**config.mk**
```make
export PLATFORM = sky130hd
export DESIGN_NAME = cnt_chk_sat_ctr
export DESIGN_NICKNAME = d
export VERILOG_FILES = /design/src/rtl/cnt_chk_sat_ctr.sv
export SDC_FILE = /design/constraint.sdc
export NUM_CORES = 1
export LEC_CHECK = 0
export CAP_MARGIN = 20
export CORE_MARGIN = 8
export CORE_UTILIZATION = 30
export DETAILED_ROUTE_END_ITERATION = 10
export PLACE_DENSITY_LB_ADDON = 0.12
export SLEW_MARGIN = 20
export SYNTH_ARGS = -nofsm -noshare
export SYNTH_HDL_FRONTEND = slang
export SYNTH_SLANG_ARGS = --single-unit
```
**constraint.sdc**
```tcl
create_clock -name CLK -period 2.2 [get_ports CLK]
set_input_delay 0.55 -clock CLK [delete_from_list [all_inputs] [get_ports CLK]]
set_output_delay 0.55 -clock CLK [all_outputs]
set_load 0.005 [all_outputs]
```
**src/rtl/cnt_chk_sat_ctr.sv**
```systemverilog
// Saturating event counter with synchronous reset and increment enable.
module cnt_chk_sat_ctr #(
    parameter int CW = 16
) (
    input  logic          CLK,
    input  logic          RST,
    input  logic          inc,
    output logic [CW-1:0] count
);

    logic [CW-1:0] count_q;
    logic [CW-1:0] count_d;

    always_comb begin
        count_d = count_q;
        if (inc && (count_q != '1))
            count_d = count_q + CW'(1);
    end

    always_ff @(posedge CLK) begin
        if (RST)
            count_q <= '0;
        else
            count_q <= count_d;
    end

    assign count = count_q;

endmodule

```
==> metrics.cfg, run 1 <==
[status]
outcome = complete, no violations

[layout]
syn_to_final_growth_pct = 29.2
num_antenna_cells = 0
largest_reg_flops = 16
nNetsFinal = 125
drive_gt1_share_pct = 8.40

[critical_path]
crit_path_max_incr_delay_ns = 0.55
critPathRequiredTime_ns = 1.65
cp_slowest_cell = clkdlybuf4s50_1
startpoint_type = register
path_class = register to output port
crit_fanout = 7
cp.depth = 1
ff2ff_path_depth = 6
worstReg2RegEnd = count[9]
path_cells = clkdlybuf4s50_1
cp-startpoint = count[5]
worst_setup_path_end_kind = output port
path_delay_family = buffers and inverters
rrSetupSlack_ns = 0.46
worstReg2RegStart = count[0]
critical_path_buf_inv_count = 1
crit_arrival_ns = 1.31

[power_and_ir_drop]
irDropWorstVdd_uv = 318
p_leak_uw = 0.000347
power_density_mw_per_mm2 = 434
total_power_uw = 475

[synthesis]
yosysUniqueCellTypes = 31
synth_xor_area_share_pct = 2.06
seq_area_frac_synth_pct = 37.8
syn_area_um2 = 848
synth.area.top_cells = dfxtp_1 (38%), or4_1 (6.2%), a21oi_1 (5.9%)
synthMuxAreaShare_pct = 2.51
syn_area_per_cell_um2 = 8.57
synth_top_area_share_pct = 37.8
syn-num-nets = 103
yosys.area_share.simple_pct = 36.4
yosysTopAreaCell = dfxtp_1
synth_top_family_by_area = simple AND/OR/NAND/NOR gates
ys_warn_count = 0
synth_adder_area_share_pct = 1.47
postSynthRegisterBits = 16
synth-compound-area-share_pct = 16.5
synth_cells = 99

[floorplan]
start_util_pct = 31.3
die_y_um = 69.2
die_width_um = 69.2
ios = 19
std_cell_rows = 19
dieArea_mm2 = 0.00479
core_mm2 = 0.00271

[sta]
finClkSkew_ns = 0.00261
rsz0062_at_grt = no
setup_viol = 0
fmax_mhz = 536
period_minus_slack_ns = 1.86
setup_tns_ns = 0
slew_headroom_pct = 55.1
worst_pin_slew_ns = 0.664
hold_violations = 0
finalCritPeriodShare_pct = 84.7
final-max-slew-violation-count = 0

[placement]
io_buffers = 18
dp_hpwl_um = 1550
place.gp.congestion = 0.798

[clocking]
cts_buffer_depth = 2
postCtsHoldBufs = 0
insertion_delay_ns = 0.28
cts-root-buf = clkbuf_4
numCtsBuffers = 3
ctsHtreeMaxLevel = 1
cts_setup_buffers = 0
tritoncts = built
cts_sinks = 16
clk_pin_slew_ns = 0.09
ctsResizeCount = 0

[job]
max_cap_viol_count = 0

[routing]
drc_errors = 0
firstDrtPassIters = 4
vias_per_cell = 5.50
ant_nets = 0
num_vias = 825
wl_um = 2130
wl_per_cell_um = 14.2
drt_iter0_markers = 40

[hold_path]
hold_depth = 2
min-delay-path-class = register to register
hp-start = count[1]
hold_end = count[1]

[global_routing]
grt_overflow = 0
grt_max_degree = 11
gr-usage-all-layers_pct = 9.28
grt_pass1_wl_um = 3800
grt_pass1_vias = 801
antenna_found_initial = 0

cells in the mapped netlist (all sizes together):
| master | count |
|---|---|
| o21ai | 4 |
| clkbuf | 2 |
| nor3 | 4 |
| nand2 | 7 |
| a21oi | 10 |
| nor2b | 2 |
| ha | 1 |
| nor4bb | 1 |
| nand3b | 1 |
| nor4 | 3 |
| dfxtp | 16 |
| nand3 | 6 |
| buf | 2 |
| mux2i | 1 |
| nor2 | 6 |
| xnor2 | 2 |
| inv | 3 |
| and3 | 1 |
| o41ai | 1 |
| and4 | 3 |
| o31ai | 6 |
| o21a | 1 |
| nand4 | 4 |
| mux2 | 1 |
| o311ai | 1 |
| or3 | 3 |
| or4 | 7 |
cell type report:
type                    count  area [µm²]
clock buffers               3        22.5
fillers                   296        1610
inverters                   3        11.3
multi-input cells          76         500
flip-flops and latches     16         320
well taps                  31        38.8
repair buffers             21         203
cells in the final DEF (no fill, tap or decap), types with 4 or more instances in the layout:
master	n
dfxtp_1	16
nand2_1	6
clkdlybuf4s50_1	18
nor3_1	4
o21ai_0	4
or4_1	7
o31ai_1	6
a21oi_1	10
nor2_1	6
nand3_1	6
metal layers:
layer  GRT usage (%)  wire length, µm  part of all wire, %
met4            2.05               15                 0.70
met2            14.0              981                   46
met1            11.4             1020                   48
met3            4.58              112                  5.3
met5               0                0                    0
cell families (layout without fill, tap and decap cells):
kind of cell,after synthesis,after routing
AND/OR/NAND/NOR,48,48
AO/OA/AOI/OAI,23,23
flip-flops,16,16
buffers and inverters,7,27
XOR/XNOR,2,2
multiplexers,2,2
adder cells (fa/ha/maj),1,1
where the power goes:
group / leakage (µW) / internal [µW] / switching (µW)
combinational: 0.000204 / 12.4 / 12.5
clock: 0.0000138 / 63.6 / 90.9
sequential: 0.000129 / 292 / 3.73
stage by stage:
step	std cells	hold slack [ns]	utilization, %	instance area [µm²]	worst slack [ns]
after floorplan	99	0.504	-	848	0.581
after global placement	147	0.520	39.6	1070	0.123
after detailed placement	147	0.526	39.6	1070	0.105
after CTS	150	0.545	40.4	1100	0.316
after global routing	150	0.580	40.4	1100	0.247
final	150	0.540	40.4	1100	0.336
worst max-delay path by stage:
stage / to / slack, ns
2_1_floorplan: count[15] / 0.58
3_3_place_gp: count[11] / 0.12
3_5_place_dp: count[9] / 0.11
4_1_cts: count[5] / 0.32
5_1_grt: count[2] / 0.25
6_report: count[5] / 0.34
No activity file was read; power rests on OpenSTA's default activity.
==> inputs of run 2 (changes only) <==
Clock period 2.2 ns to 1.5 ns, I/O delays scaled along.
==> run 2 against run 1 <==
The run now ends with negative setup slack left. Power rose by 49%. Worst setup slack got worse by 0.41 ns. Count of clock-buffer cells in the layout did not move. Final cell count rose by 24%. Worst hold slack got worse by 0.0074 ns. Clock skew up 0.0083 ns. First-iteration DRC count up 10%. Critical endpoint is now count[15]. Largest power group unchanged.
==> metrics.cfg, run 2 (synthesized netlist as in run 1, its figures left out) <==
[status]
outcome = finished with violations
violations = negative setup slack

[placement]
pre_cts_ws_ns = -0.334  ; -0.439 ns
dp_hpwl_um = 1890  ; +22%
io_buffers = 18  ; unchanged
place.gp.congestion = 0.813  ; +1.9%
post-place-cells = 178  ; +21%

[floorplan]
std_cell_rows = 19  ; unchanged
start_util_pct = 31.3  ; unchanged
die_width_um = 69.2  ; unchanged
ios = 19  ; unchanged
core_mm2 = 0.00271  ; unchanged
dieArea_mm2 = 0.00479  ; unchanged
die_y_um = 69.2  ; unchanged

[layout]
drive_gt1_share_pct = 54.8  ; +46 points
final_cell_mix = buf_4 (36), dlygate4sd2_1 (17), dfxtp_4 (8), dfxtp_2 (8), a21oi_1 (6)
largest_reg_flops = 16  ; unchanged
fin_cells = 186  ; +24%
nNetsFinal = 160  ; +28%
syn_to_final_growth_pct = 82.6
num_antenna_cells = 0  ; unchanged
n_fill_cell = 239  ; -19%
layout_commonest_cell = buf_4

[global_routing]
grt_pass1_vias = 961  ; +20%
grt_pass1_wl_um = 4200  ; +11%
antenna_found_initial = 0  ; unchanged
gr-usage-all-layers_pct = 10.1  ; +0.81 points
grt_overflow = 0  ; unchanged
grt_max_degree = 11  ; unchanged

[clocking]
cts_sinks = 16  ; unchanged
cts-root-buf = clkbuf_4
cts_buffer_depth = 2  ; unchanged
ctsHtreeMaxLevel = 1  ; unchanged
numCtsBuffers = 3  ; unchanged
tritoncts = built
insertion_delay_ns = 0.29  ; about the same
clk_pin_slew_ns = 0.10  ; about the same

[critical_path]
cp_common_cell = or4_4
path_delay_family = simple AND/OR/NAND/NOR gates
crit_fanout = 4  ; -3
crit_path_max_incr_delay_ns = 0.51  ; -0.04 ns
worst_setup_path_end_kind = register
path_cells = nand2_4, or4_4, or4_4, a21oi_2
critPathRequiredTime_ns = 1.71  ; +0.06 ns
crit_arrival_ns = 1.79  ; +0.48 ns
cp_slowest_cell = or4_4
critical_path_buf_inv_count = 0  ; -1
path_class = register to register
startpoint_type = register

[sta]
setup_viol = 7  ; +7
setup_tns_ns = -0.281  ; -0.281 ns
period_minus_slack_ns = 1.57
worst_pin_slew_ns = 0.273  ; -0.391 ns
rsz0062_at_grt = yes
final-max-slew-violation-count = 0  ; unchanged
setup_ws_ns = -0.0738  ; -0.409 ns
hold_violations = 0  ; unchanged
fmax_mhz = 635
finalCritPeriodShare_pct = 105
slew_headroom_pct = 81.7  ; +27 points
finClkSkew_ns = 0.0109  ; +0.00830 ns

[routing]
wl_per_cell_um = 13.9  ; -2.0%
wl_um = 2590  ; +22%
num_vias = 975  ; +18%
drt_iter0_markers = 44  ; +10%
ant_nets = 0  ; unchanged
firstDrtPassIters = 4  ; unchanged
vias_per_cell = 5.24  ; -4.7%
drc_errors = 0  ; unchanged

[power_and_ir_drop]
p_leak_uw = 0.000647  ; +86%
power_density_mw_per_mm2 = 459  ; +5.8%
irDropWorstVdd_uv = 329  ; +3.4%
total_power_uw = 711  ; +49%

[hold_path]
min-delay-path-class = register to register

[job]
max_cap_viol_count = 0  ; unchanged

run 2: per-layer routing:
metal / global-route usage [%] / wire (µm) / up-vias
met5: 0 / 0 / -
met4: 4.10 / 21 / 0
met3: 2.72 / 103 / 2
met2: 17.3 / 1340 / 14
met1: 11.4 / 1120 / 466
li1: - / - / 493
run 2: worst min-delay path, stage by stage, from the launching register on:
cell and delay, ns:
dfxtp_4 0.37, nor2_1 0.10, nor3_1 0.04
run 2: power breakdown:
part	internal, µW	switching (µW)
Clock	96.5	137
Sequential	417	5.33
Combinational	28.1	26.9
run 2: what timing repair did:
action                     4_1_cts  5_1_grt
pin swaps                        4       16
setup endpoints to repair       28       13
hold endpoints to repair         0        0
buffers inserted                 3        2
gates resized for setup         36       24
hold buffers                     0        0
run 2: final cells by class:
type / count / area [µm²] / area share, %
multi-input combinational: 76 / 661 / 42.6
tap: 31 / 38.8 / 2.50
timing repair buffer: 56 / 452 / 29.2
inverter: 3 / 11.3 / 0.727
clock buffer: 3 / 22.5 / 1.45
clock inverter: 1 / 3.75 / 0.242
sequential: 16 / 360 / 23.3
run 2: path summary, 6_finish.rpt:
check | from | endpoint | slack [ns] | cells after the start
max reg2reg | count[8] | count[15] | -0.07 | 4
min | count[12] | count[12] | 0.53 | 2
min reg2reg | count[12] | count[12] | 0.53 | 2
max | count[8] | count[15] | -0.07 | 4
run 2: stage by stage:
step / cell area, µm² / utilization (%) / hold slack, ns
final: 1550 / 57.2 / 0.533
after global routing: 1550 / 57.2 / 0.556
after CTS: 1430 / 52.6 / 0.523
after detailed placement: 1340 / 49.5 / 0.511
after global placement: 1340 / 49.5 / 0.507
after floorplan: 887 / - / 0.485
==> inputs of run 3 (changes only) <==
Settings changed: CAP_MARGIN 20 to 30.
==> results of run 3 <==
Same layout as run 2: the final DEF is identical, and so are final timing and power.
==> RTL change (settings of run 2) <==
`CW`: 16 -> 24.
--- a/src/rtl/cnt_chk_sat_ctr.sv
+++ b/src/rtl/cnt_chk_sat_ctr.sv
@@ -1,6 +1,6 @@
 // Saturating event counter with synchronous reset and increment enable.
 module cnt_chk_sat_ctr #(
-    parameter int CW = 16
+    parameter int CW = 24
 ) (
     input  logic          CLK,
     input  logic          RST,
Ports: changed (resized count); port bits go from 19 to 27. The function was not compared with the original's and may differ.
==> RTL change against run 2 <==
The run still ends with setup timing left; clock skew is 0.0092 ns lower; sequential cell count is 8 higher; count of clock-buffer cells in the layout is 1 higher; wire length is 51% higher; critical path depth is 3 higher; area after synthesis is 42% higher; die area is 32% higher; worst hold slack better by 0.072 ns; design area is 38% higher; power is 67% higher; utilization is 2.9 points lower; worst setup slack worse by 0.43 ns.
==> RTL change: results (changes against run 2) <==
- Worst Max-Slew Pin Slew: 0.3419 ns (+0.06876 ns)
- Hpwl dp: 2811 µm (+48%)
- Synth Area per Inst: 8.545 µm² (-0.27%)
- Status: finished with violations
- Vias in the first global route: 1,350 (+40%)
- GRT Util Overall: 0.1216 (+0.02070)
- First-pass GRT wire length: 6265 µm (+49%)
- CP max stage delay: 0.57 ns (+0.06 ns)
- Yosys cell types: 36 (+16%)
- Layout Skew: 0.001718 ns (-0.009198 ns)
- Final #Nets: 226 (+41%)
- Main area contributors after synthesis: dfxtp_1, nor2_1, xor2_1
- Register area share after synthesis: 0.3988 (+0.02117)
- Starting DRT DRC Count: 66 (+50%)
- Syn Nets: 145 (+41%)
- Largest net degree at the start of global routing: 14 (+3)
- Post-route setup slack: -0.5084 ns (-0.4345 ns)
- Failing checks: setup timing
- DR WL/cell: 14.47 µm (+3.9%)
- CTS Root Cell: clkbuf_8
- Ys async rst share: 0 (unchanged)
- Placed insts: 256 (+44%)
- Leakage power: 0.9384 nW (+45%)
- Commonest cells post-synth: dfxtp_1, nor2_1, nand2_1
- Worst-path fanout max: 6 (+2)
- Post-route insts no fill: 271 (+46%)
- Final setup viols: 24 (+17)
- Worst hold path depth: 3 (+1)
- Port bufs: 26 (+8)
- Worst reg2reg path depth: 7 (+3)
- Net Sw Frac: 0.2258 (-0.01200)
- Worst-Skew Late Latency: 0.27 ns (-0.02 ns)
- Post-DP Area: 1902 µm² (+42%)
- Routability cong.: 0.8204 (+0.87%)
- Max VDD drop: 0.3120 mV (-5.2%)
- Max reg flops: 24 (+8)
[RTL change: changes by cell type after synthesis, moves of 5 or more]
cell	change
nand2_1	+5
dfxtp_1	+8
nor2_1	+8
xor2_1	+6
nand4_1	+5
[RTL change: final cells by class]
| type | count | area [µm²] |
|---|---|---|
| clock buffers | 4 | 55.05 |
| fillers | 368 | 1803 |
| inverters | 1 | 3.754 |
| multi-input cells | 111 | 833.3 |
| flip-flops and latches | 24 | 516.7 |
| well taps | 50 | 62.56 |
| repair buffers | 81 | 668.1 |
[RTL change: final timing paths]
| kind | from | end | slack, ns |
|---|---|---|---|
| setup / recovery | count[4] | count[9] | -0.51 |
| hold / removal | count[16] | count[16] | 0.60 |
| setup reg to reg | count[4] | count[9] | -0.51 |
| hold reg to reg | count[16] | count[16] | 0.60 |
[RTL change: per-stage QoR]
step / total power [mW] / TNS (ns) / setup slack, ns / util
final: 1.185 / -7.430 / -0.5084 / 0.5427
after detailed placement: 0.7380 / -7.646 / -0.5207 / 0.4824
after CTS: 1.205 / -5.238 / -0.4711 / 0.5167
after global placement: 0.7352 / -7.281 / -0.4739 / 0.4824
after floorplan: 0.6914 / -4.078 / -0.3814 / -
after global routing: 1.230 / -9.212 / -0.5546 / 0.5427
[RTL change: cell families after synthesis]
group / share of synthesized area
fa+ha+maj: 0.01038
flops: 0.3988
mux: 0.01765
buf+inv: 0.01972
simple gates: 0.3219
xor+xnor: 0.07996
compound gates: 0.1516
[RTL change: timing repair]
item                                    in CTS  in global routing
gates cloned                                 0                  0
resized for setup                           47                 11
endpoints found under the setup margin      46                 25
buffers inserted                             5                  8
pin swaps                                   16                 11
[RTL change: routing by layer]
layer,track usage,wire (µm),vias to the layer above
li1,-,-,684
met1,0.1535,1852,652
met2,0.1988,1865,19
met3,0.02703,161,5
met4,0.04074,42,0
met5,0,0,-
[RTL change: worst reg2reg max path: stages, from the launching register on]
cell     delay [ns]
dfxtp_2        0.34
nand4_1        0.17
or4_4          0.57
buf_4          0.16
o31ai_4        0.20
buf_6          0.17
nor3_2         0.05
mux2_2         0.26
[RTL change: power groups by stage]
stage                     Sequential (mW)  Clock (mW)  Combinational [mW]
after floorplan                     0.656           0              0.0350
after global placement              0.654           0              0.0812
after detailed placement            0.654           0              0.0838
after CTS                           0.640       0.475              0.0902
after global routing                0.641       0.489              0.0998
final                               0.640       0.455              0.0898
